[src/rtl/xorexec_sched_if.sv]
// -----------------------------------------------------------------------------
// xorexec_sched_if
// Bundles the requester-side and xorexec-side buses of xorexec_sched.
//   master : requesters + xorexec FIFOs (the environment around the scheduler)
//   slave  : the scheduler itself
// Signals
//   req_valid/req_data/req_ready   requests in (req_data slot i = [i*DWIDTH +: DWIDTH])
//   rsp_valid/rsp_data/rsp_ready   results routed back to requesters
//   ififo_push/idata/ififo_not_full   push side of the xorexec input FIFO
//   ofifo_pop/ofifo_rdy/odata         pop side of the xorexec output FIFO
//
// Handshake semantics (all channels): a transfer happens in a cycle where the
// producer's valid and the consumer's ready are both high at the rising edge.
// req_ready and ofifo_pop are combinational acknowledgements of the same-cycle
// valid (req_valid / ofifo_rdy); valid never depends on the matching ready.
// -----------------------------------------------------------------------------
interface xorexec_sched_if #(
  parameter int NREQ   = 4,
  parameter int DWIDTH = 8
);
  logic [NREQ-1:0]        req_valid;
  logic [NREQ*DWIDTH-1:0] req_data;
  logic [NREQ-1:0]        req_ready;
  logic [NREQ-1:0]        rsp_valid;
  logic [DWIDTH-1:0]      rsp_data;
  logic [NREQ-1:0]        rsp_ready;
  logic                   ififo_push;
  logic [DWIDTH-1:0]      idata;
  logic                   ififo_not_full;
  logic                   ofifo_pop;
  logic                   ofifo_rdy;
  logic [DWIDTH-1:0]      odata;

  modport master (
    output req_valid, req_data, rsp_ready, ififo_not_full, ofifo_rdy, odata,
    input  req_ready, rsp_valid, rsp_data, ififo_push, idata, ofifo_pop
  );

  modport slave (
    input  req_valid, req_data, rsp_ready, ififo_not_full, ofifo_rdy, odata,
    output req_ready, rsp_valid, rsp_data, ififo_push, idata, ofifo_pop
  );
endinterface

[src/rtl/xorexec_sched.sv]
// -----------------------------------------------------------------------------
// xorexec_sched
// Shares one xorexec datapath between NREQ requesters. A round-robin arbiter
// feeds byte requests into the xorexec input FIFO, an in-order tag FIFO records
// the origin of every push, and each result at the head of the xorexec output
// FIFO is routed back to the requester that issued it.
//
// Ports
//   clk         clock, rising edge
//   rst_n       asynchronous reset, active low
//   bus         xorexec_sched_if.slave (requests, results, xorexec FIFO ports)
//   err_drop    1-cycle pulse the cycle after an illegal request is dropped
//   err_orphan  sticky: a result was offered while no tag was outstanding
//   stat_push/stat_ret/stat_drop  16-bit saturating counters, only present
//               when XSCHED_STATS_EN is defined
//
// Optional feature macro: XSCHED_STATS_EN
// -----------------------------------------------------------------------------
module xorexec_sched #(
  parameter int NREQ      = 4,
  parameter int DWIDTH    = 8,
  parameter int TAG_DEPTH = 8,
  parameter int MIN_DATA  = 4
) (
  input  logic             clk,
  input  logic             rst_n,
  xorexec_sched_if.slave   bus,
  output logic             err_drop,
  output logic             err_orphan
`ifdef XSCHED_STATS_EN
  ,
  output logic [15:0]      stat_push,
  output logic [15:0]      stat_ret,
  output logic [15:0]      stat_drop
`endif
);

  localparam int PW = (NREQ > 1) ? $clog2(NREQ) : 1;
  localparam int AW = $clog2(TAG_DEPTH);

  logic [PW-1:0]     rr_ptr;
  logic              push_q;

  // Tag FIFO: pointers carry one extra wrap bit to tell full from empty.
  logic [PW-1:0]     tag_mem [TAG_DEPTH];
  logic [AW:0]       wr_ptr;
  logic [AW:0]       rd_ptr;
  logic              tag_empty;
  logic              tag_full;
  logic [PW-1:0]     head;

  logic              found;
  logic [PW-1:0]     win;
  logic [PW:0]       idx;
  logic [DWIDTH-1:0] win_data;
  logic [NREQ-1:0]   win_oh;
  logic              illegal;
  logic              push;
  logic              drop_now;
  logic              consumed;
  logic              ret_avail;
  logic              pop;

  assign tag_empty = (wr_ptr == rd_ptr);
  assign tag_full  = (wr_ptr[AW] != rd_ptr[AW]) && (wr_ptr[AW-1:0] == rd_ptr[AW-1:0]);
  assign head      = tag_mem[rd_ptr[AW-1:0]];

  // Round-robin winner: first valid requester at or after rr_ptr, with wrap.
  // Gated by rst_n so nothing is acknowledged while reset is held.
  always_comb begin
    found = 1'b0;
    win   = '0;
    idx   = '0;
    for (int k = 0; k < NREQ; k++) begin
      idx = {1'b0, rr_ptr} + (PW+1)'(k);
      if (idx >= (PW+1)'(NREQ)) idx = idx - (PW+1)'(NREQ);
      if (!found && bus.req_valid[idx[PW-1:0]]) begin
        found = 1'b1;
        win   = idx[PW-1:0];
      end
    end
    found = found & rst_n;
  end

  assign win_data = bus.req_data[win*DWIDTH +: DWIDTH];
  assign win_oh   = {{(NREQ-1){1'b0}}, 1'b1} << win;
  assign illegal  = (win_data < DWIDTH'(MIN_DATA));

  // Illegal requests are acknowledged and discarded regardless of FIFO state;
  // legal ones wait for input-FIFO space, a free tag slot and a non-push cycle.
  assign drop_now = found & illegal;
  assign push     = found & ~illegal & bus.ififo_not_full & ~push_q & ~tag_full;
  assign consumed = drop_now | push;

  // Result return: the head tag names the only requester that may take it,
  // so a stalled head blocks every later result.
  assign ret_avail = bus.ofifo_rdy & ~tag_empty;
  assign pop       = ret_avail & bus.rsp_ready[head];

  always_comb begin
    bus.req_ready  = consumed ? win_oh : '0;
    bus.ififo_push = push;
    bus.idata      = push ? win_data : '0;
    bus.rsp_valid  = ret_avail ? ({{(NREQ-1){1'b0}}, 1'b1} << head) : '0;
    bus.rsp_data   = rst_n ? bus.odata : '0;
    bus.ofifo_pop  = pop;
  end

  always_ff @(posedge clk or negedge rst_n) begin
    if (!rst_n) begin
      rr_ptr     <= '0;
      push_q     <= 1'b0;
      wr_ptr     <= '0;
      rd_ptr     <= '0;
      err_drop   <= 1'b0;
      err_orphan <= 1'b0;
    end else begin
      push_q   <= push;
      err_drop <= drop_now;
      if (consumed) rr_ptr <= (win == PW'(NREQ-1)) ? '0 : win + PW'(1);
      if (push)     wr_ptr <= wr_ptr + (AW+1)'(1);
      if (pop)      rd_ptr <= rd_ptr + (AW+1)'(1);
      if (bus.ofifo_rdy && tag_empty) err_orphan <= 1'b1;
    end
  end

  // Tag storage needs no reset: only slots between rd_ptr and wr_ptr are read.
  always_ff @(posedge clk) begin
    if (push) tag_mem[wr_ptr[AW-1:0]] <= win;
  end

`ifdef XSCHED_STATS_EN
  always_ff @(posedge clk or negedge rst_n) begin
    if (!rst_n) begin
      stat_push <= '0;
      stat_ret  <= '0;
      stat_drop <= '0;
    end else begin
      if (push && stat_push != 16'hFFFF)     stat_push <= stat_push + 16'd1;
      if (pop && stat_ret != 16'hFFFF)       stat_ret  <= stat_ret + 16'd1;
      if (drop_now && stat_drop != 16'hFFFF) stat_drop <= stat_drop + 16'd1;
    end
  end
`endif

endmodule

[src/flat_wrapper.sv]
// flat-port wrapper written by rule: the top's interface ports become plain ports
module xorexec_sched_flat 
#(
  parameter int NREQ      = 4,
  parameter int DWIDTH    = 8,
  parameter int TAG_DEPTH = 8,
  parameter int MIN_DATA  = 4
)
  (clk, rst_n, err_drop, err_orphan, bus_req_valid, bus_req_data, bus_rsp_ready, bus_ififo_not_full, bus_ofifo_rdy, bus_odata, bus_req_ready, bus_rsp_valid, bus_rsp_data, bus_ififo_push, bus_idata, bus_ofifo_pop);
  xorexec_sched_if #(.NREQ(NREQ), .DWIDTH(DWIDTH)) bus_i ();
  input  logic clk;
  input  logic rst_n;
  output logic err_drop;
  output logic err_orphan;
  input wire logic [$bits(bus_i.req_valid)-1:0] bus_req_valid;
  input wire logic [$bits(bus_i.req_data)-1:0] bus_req_data;
  input wire logic [$bits(bus_i.rsp_ready)-1:0] bus_rsp_ready;
  input wire logic [$bits(bus_i.ififo_not_full)-1:0] bus_ififo_not_full;
  input wire logic [$bits(bus_i.ofifo_rdy)-1:0] bus_ofifo_rdy;
  input wire logic [$bits(bus_i.odata)-1:0] bus_odata;
  output wire logic [$bits(bus_i.req_ready)-1:0] bus_req_ready;
  output wire logic [$bits(bus_i.rsp_valid)-1:0] bus_rsp_valid;
  output wire logic [$bits(bus_i.rsp_data)-1:0] bus_rsp_data;
  output wire logic [$bits(bus_i.ififo_push)-1:0] bus_ififo_push;
  output wire logic [$bits(bus_i.idata)-1:0] bus_idata;
  output wire logic [$bits(bus_i.ofifo_pop)-1:0] bus_ofifo_pop;
  assign bus_i.req_valid = bus_req_valid;
  assign bus_i.req_data = bus_req_data;
  assign bus_i.rsp_ready = bus_rsp_ready;
  assign bus_i.ififo_not_full = bus_ififo_not_full;
  assign bus_i.ofifo_rdy = bus_ofifo_rdy;
  assign bus_i.odata = bus_odata;
  assign bus_req_ready = bus_i.req_ready;
  assign bus_rsp_valid = bus_i.rsp_valid;
  assign bus_rsp_data = bus_i.rsp_data;
  assign bus_ififo_push = bus_i.ififo_push;
  assign bus_idata = bus_i.idata;
  assign bus_ofifo_pop = bus_i.ofifo_pop;
  xorexec_sched #(.NREQ(NREQ), .DWIDTH(DWIDTH), .TAG_DEPTH(TAG_DEPTH), .MIN_DATA(MIN_DATA)) u_core (.clk(clk), .rst_n(rst_n), .bus(bus_i), .err_drop(err_drop), .err_orphan(err_orphan));
endmodule
[config.mk]
export PLATFORM = sky130hd
export DESIGN_NAME = xorexec_sched_flat
export DESIGN_NICKNAME = d
export VERILOG_FILES = /design/src/rtl/xorexec_sched_if.sv /design/src/rtl/xorexec_sched.sv /design/src/flat_wrapper.sv
export SDC_FILE = /design/constraint.sdc
export NUM_CORES = 1
export LEC_CHECK = 0
export ABC_AREA = 1
export BUFFER_PORTS_ARGS = -buffer_cell sky130_fd_sc_hd__buf_2
export CORE_ASPECT_RATIO = 1.4
export CORE_UTILIZATION = 41
export CTS_BUF_LIST = sky130_fd_sc_hd__clkbuf_4 sky130_fd_sc_hd__clkbuf_8
export DETAILED_ROUTE_END_ITERATION = 12
export MAX_ROUTING_LAYER = met4
export PLACE_DENSITY_LB_ADDON = 0.2
export SYNTH_ARGS = -nofsm -noshare
export SYNTH_HDL_FRONTEND = slang
export SYNTH_SLANG_ARGS = --single-unit
[constraint.sdc]
create_clock -name clk -period 2.3 [get_ports clk]
set_input_delay 0.23 -clock clk [delete_from_list [all_inputs] [get_ports clk]]
set_output_delay 0.23 -clock clk [all_outputs]
set_load 0.05 [all_outputs]
==> results.yml, run 1 <==
status:
  status: "finished, violations left"
  failed_checks: "setup timing"
cells_and_area:
  final_nets: 550
  final_layout_size_suffix_gt1_share_pct: 54.6
  utilization_pct: 74.9
  final_common_cell: "nand2_1"
  layout.cells.most_common_list: "nand2_1, buf_2, buf_4"
  stdcell_area_um2: 4170
  nFillCells: 386
  syn2layout_area_growth_pct: 75.5
  diodes: 0
route:
  ant_nets: 0
  vias: 2796
  drc: 0
  dr.pass1.iters: 4
  routed_wl_um: 7320
  wl_per_cell_um: 13.0
  via_per_inst: 4.98
  drt-initial-drc-count: 73
critical_path:
  critical_path_required_ns: 2.07
  end_kind: "output pin"
  critPathLaunchType: "register"
  crit_chain: "buf_6, nand2_4, nand2_4, nand2_2, nand2_2, nor2_4, nand3_4, buf_8, nand4_1, nand2_2, nand2_2, nand2_1, nor2_2, nand3_2, nand2_4, nand2_4, inv_8, nor2_4, buf_8"
  cp_max_fo: 15
  cpMaxStageDelayCell: "dfrtp_2"
  worst-setup-path-type: "register to output pin"
  cp_data_arrival_time_ns: 2.73
  crit_path_max_incr_delay_ns: 0.47
die:
  rows: 32
  die_w_um: 66.3
  die_area_um2: 6100
  initial_core_util_pct: 42.7
  num_io_pins: 80
  die_y_um: 92.1
  core_area_um2: 5570
min_path:
  hp-class: "input port to register"
timing:
  final.setup.worst_slack_ns: -0.659
  finalHoldViolCount: 0
  setup_viol: 37
  post-route-period-util_pct: 129
  rsz0062_at_grt: "true"
  worst_pin_slew_ns: 0.313
  fmax_mhz: 338
  finalClockSkew_ns: 0.0107
  fin_hold_ws_ns: 0.197
  relSlewSlack_pct: 78.9
  finalCriticalPeriod_ns: 2.96
  drv_slew: 0
synth:
  synthCells: 348
  syn_nets: 406
  synth-main-ff-cell: "edfxtp_1"
  syn-cell-area_um2: 2370
  ys_ff_latch: 29
  synth-edff-count: 16
  ys.warnings.count: 0
  syn_area_per_cell_um2: 6.82
  synthDistinctLibCells: 31
  synth_seq_area_share_pct: 33.9
  synth_async_sr_flop_share_pct: 44.8
global_routing:
  grt_overflow: 0
  antenna_found_initial: 0
  grt_start_max_net_pins: 22
  grt_pass1_wl_um: 11000
  grt_pass1_vias: 2527
  grt_use_total_pct: 23.7
placement:
  placed_area_um2: 3350
  io_buffers: 79
  post-dp-hpwl_um: 4970
  place_congestion: 0.834
cts:
  clk_path_buf_depth: 2
  cts_made_buffers: 5
  cts.htree.levels: 2
  path_clk_slew_ns: 0.07
  clock_latency_ns: 0.28
  clock-root-buffer: "clkbuf_8"
  cts_num_sinks: 29
  cts_tree: "done"
job:
  max-cap-violations: 0
-- cell usage after synthesis (6+ instances only) --
library cell	count	area, um2
nand2_1	105	394
inv_1	49	184
nor2_1	31	116
nand3_1	26	130
nand4_1	17	106
o21ai_0	17	85.1
edfxtp_1	16	480
dfrtp_1	13	325
nor3_1	7	35.0
ha_1	6	75.1
nand2_2	6	37.5
nand3_2	6	60.1
-- final cells by class --
type / instances / area (um2) / share of cell area (%)
Multi-Input combinational cell: 249 / 1710 / 41.1
Timing Repair Buffer: 151 / 1200 / 28.9
Sequential cell: 29 / 808 / 19.4
Inverter: 56 / 239 / 5.73
Clock buffer: 7 / 90.1 / 2.16
Tap cell: 68 / 85.1 / 2.04
Clock inverter: 1 / 30.0 / 0.721
-- path summary, 6_finish.rpt --
check	from	to	slack, ns	depth (start not counted)
max	u_core.rr_ptr[0]	bus_req_ready[3]	-0.66	19
min	bus_ofifo_rdy	u_core.err_orphan	0.20	2
max reg2reg	u_core.rr_ptr[0]	u_core.tag_mem[0][1]	-0.50	19
min reg2reg	u_core.err_orphan	u_core.err_orphan	0.46	1
max in group asynchronous	rst_n	u_core.rr_ptr[1]	1.57	3
min in group asynchronous	rst_n	u_core.wr_ptr[2]	0.50	3
-- state kept, by name, indices dropped and copies added (netlist names) --
name / flops
u_core.err_orphan: 1
u_core.tag_mem: 16
u_core.err_drop: 1
u_core.rr_ptr: 2
u_core.push_q: 1
u_core.rd_ptr: 4
u_core.wr_ptr: 4
-- per-stage QoR --
stage / setup TNS, ns / setup slack (ns) / std cells
2_1_floorplan: -6.37 / -0.290 / 348
3_3_place_gp: -16.86 / -0.577 / 530
3_5_place_dp: -17.68 / -0.596 / 530
4_1_cts: -15.79 / -0.603 / 548
5_1_grt: -23.30 / -0.788 / 561
6_report: -18.41 / -0.659 / 561
-- what timing repair did --
item,in CTS,in global routing
resized for setup,89,63
pin swaps,18,21
setup endpoints to repair,38,47
setup buffers,9,13
hold buffers,1,0
hold endpoints to repair,13,0
cloned,1,1
-- cells by family after synthesis --
group,Yosys count,share of synthesized area [%]
buffers and inverters,70,12.8
xor gates and xnor gates,7,2.58
DFF,29,33.9
adders and majority gates,6,3.16
and+or+nand+nor,208,40.9
AOI/OAI and AO/OA,28,6.64
-- worst max-delay path, delay by kind of cell, from the launching register on --
| family | cells | cell delay [ns] |
|---|---|---|
| buf+inv | 4 | 0.55 |
| flops | 1 | 0.47 |
| simple gates | 15 | 1.39 |
-- per-layer routing --
metal | up-vias | GRT usage, % | wire length [um]
li1 | 1400 | - | -
met1 | 1268 | 23.8 | 2510
met2 | 106 | 44.4 | 4320
met3 | 22 | 2.86 | 299
met4 | 0 | 10.3 | 187
met5 | - | - | 0
Power of run 1 is not shown: default switching activity piles up to over one toggle a cycle in this logic, so the estimate is an artifact.
==> inputs of run 2 (changes only) <==
- CORE_UTILIZATION: 41 -> 39
- clock period: 2.3 -> 2.6 ns (I/O delays scaled with it)
==> results.yml, run 2 (synthesis results as in run 1) <==
cts:
  cts.htree.levels: 2
  cts_made_buffers: 5
  clk_path_buf_depth: 2
  clock-root-buffer: "clkbuf_8"
  clock_latency_ns: 0.28
  cts_tree: "done"
  path_clk_slew_ns: 0.06
  cts_num_sinks: 29
status:
  status: "finished, violations left"
  failed_checks: "setup timing"
critical_path:
  crit_family: "simple AND/OR/NAND/NOR gates"
  worst-setup-path-type: "register to output pin"
  cp_common_cell: "nand2_1"
  crit_path_max_incr_delay_ns: 0.47
  path_buf_inv: 4
  end_kind: "output pin"
  cpMaxStageDelayCell: "dfrtp_2"
  r2r-end: "u_core.tag_mem[5][0]"
  critical_path_required_ns: 2.34
  worstReg2RegStart: "u_core.rr_ptr[0]"
  crit_chain: "buf_6, nand2_1, nand2_1, nand2_1, nand2_2, nor2_4, nand3_4, buf_6, nand4_1, nand3_1, nand2_1, nand2_1, nor2_2, nand3_4, nand2_4, inv_6, nor2_2, buf_6"
  cp_data_arrival_time_ns: 2.68
  ff2ff_path_depth: 21
  critPathLaunchType: "register"
  reg2reg_slack_ns: -0.28
  cp_max_fo: 15
  crit_cells: 18
die:
  die_y_um: 94.3
  die_area_um2: 6410
  core_area_um2: 5860
  rows: 33
  num_io_pins: 80
  initial_core_util_pct: 40.5
  die_w_um: 68.0
route:
  drc: 0
  wl_per_cell_um: 11.9
  ant_nets: 0
  routed_wl_um: 6400
  dr.pass1.iters: 7
  drt-initial-drc-count: 106
  vias: 2625
  via_per_inst: 4.88
placement:
  post-dp-hpwl_um: 4840
  io_buffers: 79
  place_ws_ns: -0.182
  place_congestion: 0.885
  place_inst: 522
cells_and_area:
  diodes: 0
  utilization_pct: 60.0
  syn2layout_area_growth_pct: 48.2
  final_nets: 525
  final_common_cell: "nand2_1"
  finalNonFillerCells: 538
  largest_register_ffs: 16
  layout.cells.most_common_list: "nand2_1, buf_2, inv_1"
  final_layout_size_suffix_gt1_share_pct: 39.7
timing:
  setup_viol: 34
  worst_pin_slew_ns: 0.328
  finalHoldViolCount: 0
  relSlewSlack_pct: 78.1
  post-route-period-util_pct: 113
  final.setup.worst_slack_ns: -0.343
  tns_ns: -7.18
  finalCriticalPeriod_ns: 2.94
  fmax_mhz: 340
  finalClockSkew_ns: 0.00619
  drv_slew: 0
  rsz0062_at_grt: "true"
min_path:
  hold_end: "u_core.err_orphan"
  hold_start: "bus_ofifo_rdy"
  min_path_cells: 2
  hp-class: "input port to register"
global_routing:
  antenna_found_initial: 0
  grt_use_total_pct: 22.2
  grt_pass1_vias: 2532
  grt_start_max_net_pins: 22
  grt_overflow: 0
  grt_pass1_wl_um: 10600
job:
  max-cap-violations: 0
pwr:
  powerDensity_nw_per_um2: 1610
  leakage_nw: 1.87
  ir_drop_uv: 1050
  total_power_mw: 5.67
run 2: area by class of cell:
cell class / instances / area (um2)
Multi-Input combinational cell: 249 / 1410
Clock buffer: 6 / 76.3
Tap cell: 70 / 87.6
Timing Repair Buffer: 126 / 876
Sequential cell: 29 / 807
Inverter: 56 / 228
Clock inverter: 2 / 33.8
Fill cell: 550 / 2340
run 2: worst max-delay path by stage:
stage	slack, ns	endpoint	from
floorplan	-0.09	bus_idata[0]	u_core.rr_ptr[0]
global placement	-0.17	bus_req_ready[3]	u_core.rr_ptr[0]
detailed placement	-0.18	u_core.tag_mem[5][0]	u_core.rr_ptr[0]
CTS	-0.29	bus_req_ready[2]	u_core.rr_ptr[0]
global route	-0.57	bus_req_ready[0]	u_core.rr_ptr[0]
finish	-0.34	bus_req_ready[0]	u_core.rr_ptr[0]
run 2: stage by stage:
step | hold slack [ns] | instance area (um2)
after floorplan | -0.0356 | 2400
after global placement | 0.268 | 3090
after detailed placement | 0.270 | 3090
after CTS | 0.233 | 3460
after global routing | 0.238 | 3520
final | 0.236 | 3520
run 2: per-layer routing:
metal  routed length, um  global-route usage (%)  share of wire [%]
met1                2480                    22.0                 39
met2                3410                    41.0                 53
met3                 253                    3.26                4.0
met4                 251                    9.90                3.9
met5                   0                       -                  0
run 2: timing repair:
action	CTS	global route
pin swaps	7	0
endpoints found under the setup margin	33	37
gates resized for setup	61	10
gates cloned	0	0
buffers inserted	4	3
hold buffers	1	0
hold endpoints to repair	13	0
run 2: power by group:
group / leakage, nW / switching (mW) / total (mW) / internal, mW
Sequential: 0.304 / 0.127 / 0.815 / 0.688
Clock: 0.0563 / 0.160 / 0.453 / 0.293
Combinational: 1.51 / 2.69 / 4.40 / 1.71
Total: 1.87 / 2.98 / 5.67 / 2.69
Power figures use the tool's default switching activity.
